### src/rtl/keypad_scan_ctrl.sv
// Column-scanning 3x4 keypad controller: debounced snapshot per frame, one event per press over valid/ready.
// Optional auto-repeat of a held key is built only when KEYPAD_REPEAT_EN is defined.
module keypad_scan_ctrl #(
   parameter int SCAN_DIV      = 1000,
   parameter int DEBOUNCE_CNT  = 4,
   parameter int REPEAT_FRAMES = 50
) (
   input  logic        clk,
   input  logic        rst,
   input  logic [3:0]  row_in,
   output logic [2:0]  col_out,
   output logic        key_valid,
   input  logic        key_ready,
   output logic [3:0]  key_code,
   output logic [11:0] key_onehot,
   output logic        overrun
);

   localparam int CNT_W = (SCAN_DIV > 2) ? $clog2(SCAN_DIV) : 1;
   localparam int STB_W = (DEBOUNCE_CNT > 1) ? $clog2(DEBOUNCE_CNT + 1) : 1;
   localparam logic [CNT_W-1:0] SLOT_LAST = CNT_W'(SCAN_DIV - 1);
   localparam logic [STB_W-1:0] STB_MAX   = STB_W'(DEBOUNCE_CNT);

   typedef enum logic [1:0] {ST_IDLE, ST_HELD, ST_MULTI} state_t;

   logic [3:0]       row_s1_q, row_s1_d, row_s2_q, row_s2_d;
   logic [CNT_W-1:0] slot_q, slot_d;
   logic [2:0]       col_q, col_d;
   logic [11:0]      snap_q, snap_d, prev_q, prev_d;
   logic [STB_W-1:0] stable_q, stable_d;
   state_t           state_q, state_d;
   logic             key_valid_q, key_valid_d;
   logic [3:0]       key_code_q, key_code_d;
   logic [11:0]      key_onehot_q, key_onehot_d;
   logic             overrun_q, overrun_d;

   logic        tick, frame_end, accept, xfer, emit, single;
   logic [1:0]  col_idx;
   logic [11:0] snap_full;
   logic [3:0]  enc, emit_code;

`ifdef KEYPAD_REPEAT_EN
   localparam int REP_W = (REPEAT_FRAMES > 2) ? $clog2(REPEAT_FRAMES) : 1;
   localparam logic [REP_W-1:0] REP_LAST = REP_W'(REPEAT_FRAMES - 1);
   logic [REP_W-1:0] rep_q, rep_d;
   logic [3:0]       held_code_q, held_code_d;
`else
   logic unused_repeat_cfg;
   assign unused_repeat_cfg = (REPEAT_FRAMES > 0);
`endif

   always_comb begin
      row_s1_d     = row_in;
      row_s2_d     = row_s1_q;
      slot_d       = slot_q;
      col_d        = col_q;
      snap_d       = snap_q;
      prev_d       = prev_q;
      stable_d     = stable_q;
      state_d      = state_q;
      key_valid_d  = key_valid_q;
      key_code_d   = key_code_q;
      key_onehot_d = key_onehot_q;
      overrun_d    = overrun_q;
      accept       = 1'b0;
      emit         = 1'b0;
      emit_code    = 4'd0;
      enc          = 4'd0;

      tick      = (slot_q == SLOT_LAST);
      slot_d    = tick ? '0 : slot_q + CNT_W'(1);
      frame_end = tick && col_q[2];
      case (col_q)
         3'b001:  col_idx = 2'd0;
         3'b010:  col_idx = 2'd1;
         default: col_idx = 2'd2;
      endcase

      // Snapshot with the active column's rows merged in; complete at column 2's tick.
      snap_full = snap_q;
      for (int r = 0; r < 4; r++) begin
         for (int c = 0; c < 3; c++) begin
            if (col_idx == 2'(c)) snap_full[r*3+c] = row_s2_q[r];
         end
      end
      single = $onehot(snap_full);
      for (int i = 0; i < 12; i++) begin
         if (snap_full[i]) enc = 4'(i);
      end

      if (tick) begin
         snap_d = snap_full;
         col_d  = {col_q[1:0], col_q[2]};
      end

      if (frame_end) begin
         prev_d = snap_full;
         if (snap_full != prev_q)    stable_d = STB_W'(1);
         else if (stable_q != STB_MAX) stable_d = stable_q + STB_W'(1);
         accept = (stable_d == STB_MAX) && ((snap_full != prev_q) || (stable_q != STB_MAX));
      end

      if (accept) begin
         case (state_q)
            ST_IDLE: begin
               if (single) begin
                  emit      = 1'b1;
                  emit_code = enc;
                  state_d   = ST_HELD;
               end else if (snap_full != 12'd0) begin
                  state_d = ST_MULTI;
               end
            end
            ST_HELD:  if (snap_full == 12'd0) state_d = ST_IDLE;
            default:  if (snap_full == 12'd0) state_d = ST_IDLE;
         endcase
      end

`ifdef KEYPAD_REPEAT_EN
      rep_d       = rep_q;
      held_code_d = emit ? enc : held_code_q;
      // Count only frames that still debounce to the same single key.
      if (frame_end && state_q == ST_HELD && state_d == ST_HELD &&
          stable_d == STB_MAX && snap_full == (12'd1 << held_code_q)) begin
         if (rep_q == REP_LAST) begin
            emit      = 1'b1;
            emit_code = held_code_q;
            rep_d     = '0;
         end else begin
            rep_d = rep_q + REP_W'(1);
         end
      end
      if (state_d != state_q) rep_d = '0;
`endif

      xfer = key_valid_q && key_ready;
      if (xfer) key_valid_d = 1'b0;
      if (emit) begin
         if (!key_valid_q || xfer) begin
            key_valid_d  = 1'b1;
            key_code_d   = emit_code;
            key_onehot_d = 12'd1 << emit_code;
         end else begin
            overrun_d = 1'b1;
         end
      end
   end

   always_ff @(posedge clk) begin
      if (rst) begin
         row_s1_q     <= '0;
         row_s2_q     <= '0;
         slot_q       <= '0;
         col_q        <= 3'b001;
         snap_q       <= '0;
         prev_q       <= '0;
         stable_q     <= '0;
         state_q      <= ST_IDLE;
         key_valid_q  <= 1'b0;
         key_code_q   <= '0;
         key_onehot_q <= '0;
         overrun_q    <= 1'b0;
`ifdef KEYPAD_REPEAT_EN
         rep_q        <= '0;
         held_code_q  <= '0;
`endif
      end else begin
         row_s1_q     <= row_s1_d;
         row_s2_q     <= row_s2_d;
         slot_q       <= slot_d;
         col_q        <= col_d;
         snap_q       <= snap_d;
         prev_q       <= prev_d;
         stable_q     <= stable_d;
         state_q      <= state_d;
         key_valid_q  <= key_valid_d;
         key_code_q   <= key_code_d;
         key_onehot_q <= key_onehot_d;
         overrun_q    <= overrun_d;
`ifdef KEYPAD_REPEAT_EN
         rep_q        <= rep_d;
         held_code_q  <= held_code_d;
`endif
      end
   end

   assign col_out    = col_q;
   assign key_valid  = key_valid_q;
   assign key_code   = key_code_q;
   assign key_onehot = key_onehot_q;
   assign overrun    = overrun_q;

endmodule

### config.mk
export PLATFORM = sky130hd
export DESIGN_NAME = keypad_scan_ctrl
export DESIGN_NICKNAME = d
export VERILOG_FILES = /design/src/rtl/keypad_scan_ctrl.sv
export SDC_FILE = /design/constraint.sdc
export NUM_CORES = 1
export LEC_CHECK = 0
export ABC_AREA = 1
export CORE_MARGIN = 3
export CORE_UTILIZATION = 45
export CTS_CLUSTER_DIAMETER = 60
export DETAILED_ROUTE_END_ITERATION = 10
export PLACE_DENSITY = 0.76
export SETUP_SLACK_MARGIN = 0.4
export SLEW_MARGIN = 15
export SYNTH_ARGS = -nofsm -noshare
export SYNTH_HDL_FRONTEND = slang
export SYNTH_SLANG_ARGS = --single-unit
### constraint.sdc
create_clock -name clk -period 5.91 [get_ports clk]
set_input_delay 1.182 -clock clk [delete_from_list [all_inputs] [get_ports clk]]
set_output_delay 1.182 -clock clk [all_outputs]
set_load 0.05 [all_outputs]
==> After elaboration in Yosys (flattened, before gate mapping) <==
Cells that the tools add are included.
W data, S select, Z words.
{ "totals": {"ff_bits": 68, "input_bits": 7, "output_inout_bits": 21, "word_cells": 93} }
{ "op_classes": {"addsub": 13, "eq_ne": 10, "shift": 1, "mux": 41, "bitwise_logic": 1, "reduce_logical": 15} }
{ "ops": {"columns": ["operator", "count"], "rows": [
  ["$mux W4", 13],
  ["$mux W1", 20],
  ["$add A1 B1 Y2", 6],
  ["$logic_not A12 Y1", 1],
  ["$ne A12 B12 Y1", 1],
  ["$reduce_bool A12 Y1", 1],
  ["$shl A1 B4 Y12 const A", 1],
  ["$add A10 B1 Y10 const B", 1],
  ["$eq A10 B10 Y1 const B", 1],
  ["$add A2 B2 Y3", 3],
  ["$mux W3", 3],
  ["$mux W2", 4],
  ["$ne A3 B3 Y1 const B", 2],
  ["$add A3 B3 Y4", 1],
  ["$add A4 B3 Y4", 1],
  ["$eq A4 B1 Y1 const B", 1],
  ["$logic_not A2 Y1", 2],
  ["$pmux W2 S2", 1],
  ["$reduce_and A2 Y1", 2],
  ["$add A3 B1 Y3 const B", 1],
  ["$eq A3 B1 Y1 const B", 1],
  ["$eq A3 B2 Y1 const B", 1],
  ["$eq A3 B3 Y1 const B", 1],
  ["$logic_and A1 B1 Y1", 3],
  ["8 further kinds", 9]
]} }

==> Logic depth before layout (Yosys ltp) <==
{ "logic_depth": {"ltp_word": 19, "mapped_depth": 25, "depth_no_buf": 23} }

==> Least setup slack after synthesis <==
No wires, ideal clock.
{ "synth_path": {"path_kind": "register to register", "startpoint": "register col_q[1], in the netlist col_out[1]", "endpoint": "register key_code_q[3], in the netlist key_code[3]", "setup_ps": 132, "t_arrival_ps": 5134, "required_ps": 5778, "slack_ps": 644, "stages_incl_launch_ff": 24, "n_path_buf": 1, "period_less_slack_ps": 5266, "cell_sequence": "dfxtp_1 -> inv_2 -> nand3_2 -> nand2_2 -> nand2_1 -> nand2_1 -> fa_1 -> fa_1 -> fa_1 -> fa_1 -> inv_1 -> ha_1 -> inv_1 -> fa_1 -> a211o_1 -> nand2_1 -> o211ai_1 -> nor2_1 -> inv_1 -> nor3_4 -> nand2_4 -> buf_2 -> nand2_1 -> a21oi_1"} }
{ "synth_via": {"elab_chain_cells": 16, "word_cells_on_any_way": 53, "cone_classes": "add/sub: 11; eq/ne: 7; mux: 31; reduce/logical: 4"} }
{ "synth_lines": {"columns": ["element", "line_no", "source"], "rows": [
  ["start: declaration", "28", "logic [2:0] col_q, col_d;"],
  ["start signal: assignment", "171", "col_q <= col_d;"],
  ["$eq A3 B2 Y1 or $eq A3 B1 Y1 (tied branches)", "73", "case (col_q)"],
  ["$pmux W2 S2 *", "73", null],
  ["branches (longest 14 deep; another with $add A3 B3 Y4)", null, null],
  ["end signal: assignment", "177", "key_code_q <= key_code_d;"],
  ["end: declaration", "33", "logic [3:0] key_code_q, key_code_d;"]
]} }
Mark *: on every way between the ends. The select of a mux whose other input is x is not followed.
A chain may end at the register's enable or synchronous reset.

==> Worst setup path in the final report <==
{ "layout_path": {"startpoint": "register col_q[2], in the netlist col_out[2]", "endpoint": "register key_onehot_q[0], in the netlist key_onehot[0]"} }
{ "layout_via": {"elab_chain_cells": 19, "word_cells_on_any_way": 57, "cone_classes": "add/sub: 11; eq/ne: 7; shift: 1; mux: 33; reduce/logical: 5"} }
{ "layout_lines": {"columns": ["element", "line_no", "source"], "rows": [
  ["branches (longest 19 deep; another with $add A3 B3 Y4)", null, null],
  ["end signal: assignment", "178", "key_onehot_q <= key_onehot_d;"],
  ["end: declaration", "34", "logic [11:0] key_onehot_q, key_onehot_d;"]
]} }
Parallel ways; which one is timed is not known. The select of a mux whose other input is x is not followed.

==> results.md <==
* Chip Height at 93.5 um
* CORE AREA at 7330 um^2
* Synth Flop Type: dfxtp_1
* Post-synth top area share at 39.5%
* Fin. Hold Viols at 0
* DR iter-0 viols at 227
* Final instance area at 4100 um^2
* Switching Fraction at 24.2%
* Warnings from Yosys at 0
* Crit path DAT at 5.46 ns
* Total grt overflow at 0
* Fmax at 0.193 GHz
* Dpl cell area at 3770 um^2
* N_diodes at 0
* Worst min-delay path category: flop to flop
* Synthesized Nets at 498
* Avg Synthesized Cell Area at 7.24 um^2
* Post-synth ARST share at 0%
* GRT Total Usage at 19.4%
* Io pins at 28
* Max rail drop VDD at 0.177 mV
* Clock transition at the registers of the reported paths at 0.07 ns
* DRC errors left at 0
* Multi-input logic area at 1790 um^2
* Required time worst endpoint at 6.18 ns
* Critical path endpoint category: flop
* EDFF count, synth at 0
* Status: finished, final reports clean
* Worst skew pair latency at 0.35 ns
* Syn Std Cell Area at 3450 um^2
* #FFs+latches synth at 68
* Setup TNS at 0 ns
* Final slew viol count at 0
* FF/Latch Area at 1370 um^2
* CP Max Fanout at 11
* Final period util at 87.7%
* ANT nets after route at 0
* Pint at 0.672 mW
* Cell count after synthesis at 476
* WS Path Type: flop to flop
* Logic pwr share at 5.6%
* Number of core rows at 31
* Post-DR wirelength/cell at 13.3 um
* First-pass GRT wire length at 13,600 um
* Vias in the first global route at 2,945
* Die W at 93.5 um
* Nets at 536
* Area Overhead vs Synth at 18.8%
* Layout cells sized above 1 at 10.4%
* Buffers on Ports at 27
* LEAKAGE at 1.75 nW
* Num CTS Buffers at 9
* Least-Margin Pin Slew at 0.810 ns
* Largest net degree at the start of global routing at 31
* Max Clock Skew at 0.00965 ns
* Fill cells at 681
* Clock sinks at 68
* Starting Density at 47.0%
* Final min period at 5.18 ns
* Sequential share of power at 52.4%
* Number of distinct library cells after synthesis at 40
* NetSw at 0.215 mW
* Crit start category: flop
* Final WL at 8190 um
* Cell taking the most area after synthesis: dfxtp_1
* Via density per instance at 5.20
* RSZ-0062 raised after global routing: false
* CTS tree: done
* Clock group share of total power at 42.1%
* Register area share after synthesis at 39.5%
* DR pass1 iterations at 5
* Initial antenna violation count at 0
* Die footprint at 8750 um^2
* Synth area leaders: dfxtp_1, nand2_1, inv_1
* CTS Root Cell: clkbuf_8
* Clock tree buffer depth at 2
* Worst slew margin at 45.8%
* RePlAce Congestion at 0.919
* DP HPWL at 5710 um
* Final setup fails at 0
* Pwr dens at 216 nW/um^2
* # H-tree levels at 3
* Max-cap violations at 0
* Via count at 3,212
-- per-stage QoR --
stage	setup WS [ns]	util [%]	hold WS [ns]	power, mW	cells
3_5_place_dp	0.277	51.5	0.392	0.522	590
5_1_grt	0.324	55.9	0.414	0.917	618
4_1_cts	0.487	54.5	0.403	0.889	607
3_3_place_gp	0.412	51.5	0.391	0.521	590
2_1_floorplan	0.644	-	0.388	0.508	476
6_report	0.726	55.9	0.402	0.886	618
-- synth_stat cells (2+ instances only) --
cell      instances
fa_1              7
nand3b_1          2
ha_1              8
nor3_1            2
inv_1            67
buf_2             2
nor2_2            2
clkbuf_1          8
nand3_1          32
o32ai_1           4
dfxtp_1          68
nor2_1           53
o21ai_0          16
xor2_1            6
nor2_4            3
buf_6             3
a21oi_1          29
nand4_1           9
nor3b_1           2
o21a_1            4
nand2_1         117
nand2_2           3
o22ai_1          11
xnor2_1           2
-- worst paths after layout --
| check | end | startpoint | slack, ns | cells past startpoint |
|---|---|---|---|---|
| setup / recovery | key_onehot[0]$_SDFFE_PP0P_ | col_out[2]$_SDFFE_PP0N_ | 0.73 | 24 |
| hold / removal | row_s2_q[2]$_SDFF_PP0_ | row_s1_q[2]$_SDFF_PP0_ | 0.40 | 2 |
| setup reg to reg | key_onehot[0]$_SDFFE_PP0P_ | col_out[2]$_SDFFE_PP0N_ | 0.73 | 24 |
| hold reg to reg | row_s2_q[2]$_SDFF_PP0_ | row_s1_q[2]$_SDFF_PP0_ | 0.40 | 2 |
-- routing by layer --
layer  global-route usage (%)  share of wire [%]
met2                     30.9                 47
met1                     25.9                 46
met5                        0                  0
met4                     8.67                2.4
met3                     3.22                5.4
-- registers in the layout, indices dropped and copies added, names as in the netlist, 2 cells and up --
name,flops
col_out,3
key_code,4
key_onehot,12
prev_q,12
row_s1_q,4
row_s2_q,4
slot_q,10
snap_q,12
stable_q,3
state_q,2
-- cell usage in the layout, fill, tap and decap left out, types with 2 or more instances in the layout --
| cell type | instances |
|---|---|
| o22ai_1 | 11 |
| nand2_1 | 115 |
| nand3_1 | 32 |
| nand2_2 | 5 |
| nand2_4 | 2 |
| nor3b_1 | 2 |
| buf_4 | 12 |
| clkinvlp_4 | 4 |
| nand3b_1 | 2 |
| clkinv_2 | 3 |
| xor2_1 | 6 |
| nor2_2 | 6 |
| o21ai_0 | 15 |
| inv_1 | 66 |
| o21a_1 | 4 |
| fa_1 | 7 |
| o32ai_1 | 4 |
| xnor2_1 | 2 |
| nor2_4 | 3 |
| nor3_1 | 2 |
| clkbuf_8 | 9 |
| nand4_1 | 9 |
| dfxtp_4 | 2 |
| a21oi_1 | 29 |
| dfxtp_1 | 65 |
| clkdlybuf4s50_1 | 27 |
| nor2_1 | 49 |
| ha_1 | 8 |
-- what timing repair did --
action	4_1_cts	5_1_grt
endpoints found under the setup margin	14	16
gates cloned	0	1
resized for setup	5	10
setup buffers	1	10
pin swaps	0	4
hold buffers	0	0
-- kinds of logic after synthesis --
group,count (synthesis),share of synthesized area [%]
AO/OA/AOI/OAI,71,12.0
XOR/XNOR,8,2.03
adder cells (fa/ha/maj),15,6.97
buffers and inverters,82,9.65
flip-flops,68,39.5
AND/OR/NAND/NOR,232,29.8
-- cell type report --
class | count | share of cell area (%)
sequential | 68 | 33.5
clock buffer | 9 | 3.02
timing repair buffer | 39 | 8.80
inverter | 69 | 6.42
multi-input combinational | 327 | 43.6
clock inverter | 7 | 1.65
tap | 99 | 3.02
-- worst max-delay path, stage by stage, from the launching register on --
cell        delay (ns)
dfxtp_2           0.39
clkinvlp_4        0.14
nand3_4           0.16
nand2_2           0.12
nand2_1           0.12
nand2_2           0.14
fa_1              0.57
fa_1              0.42
fa_1              0.52
fa_1              0.41
inv_1             0.07
ha_1              0.17
inv_1             0.06
fa_1              0.37
a211o_1           0.23
nand2_1           0.06
o211ai_1          0.14
nor2_2            0.18
inv_1             0.08
nor3_4            0.14
buf_4             0.15
nand2_4           0.09
nor2_4            0.14
nand2_1           0.07
a21oi_1           0.14
-- power groups by stage --
stage,registers (mW),logic (mW),clock network [mW]
finish,0.464,0.0494,0.373
detailed placement,0.475,0.0464,0
global placement,0.475,0.0454,0
floorplan,0.475,0.0332,0
global route,0.464,0.0568,0.396
CTS,0.465,0.0469,0.378
(Power assumes the default switching activity.)
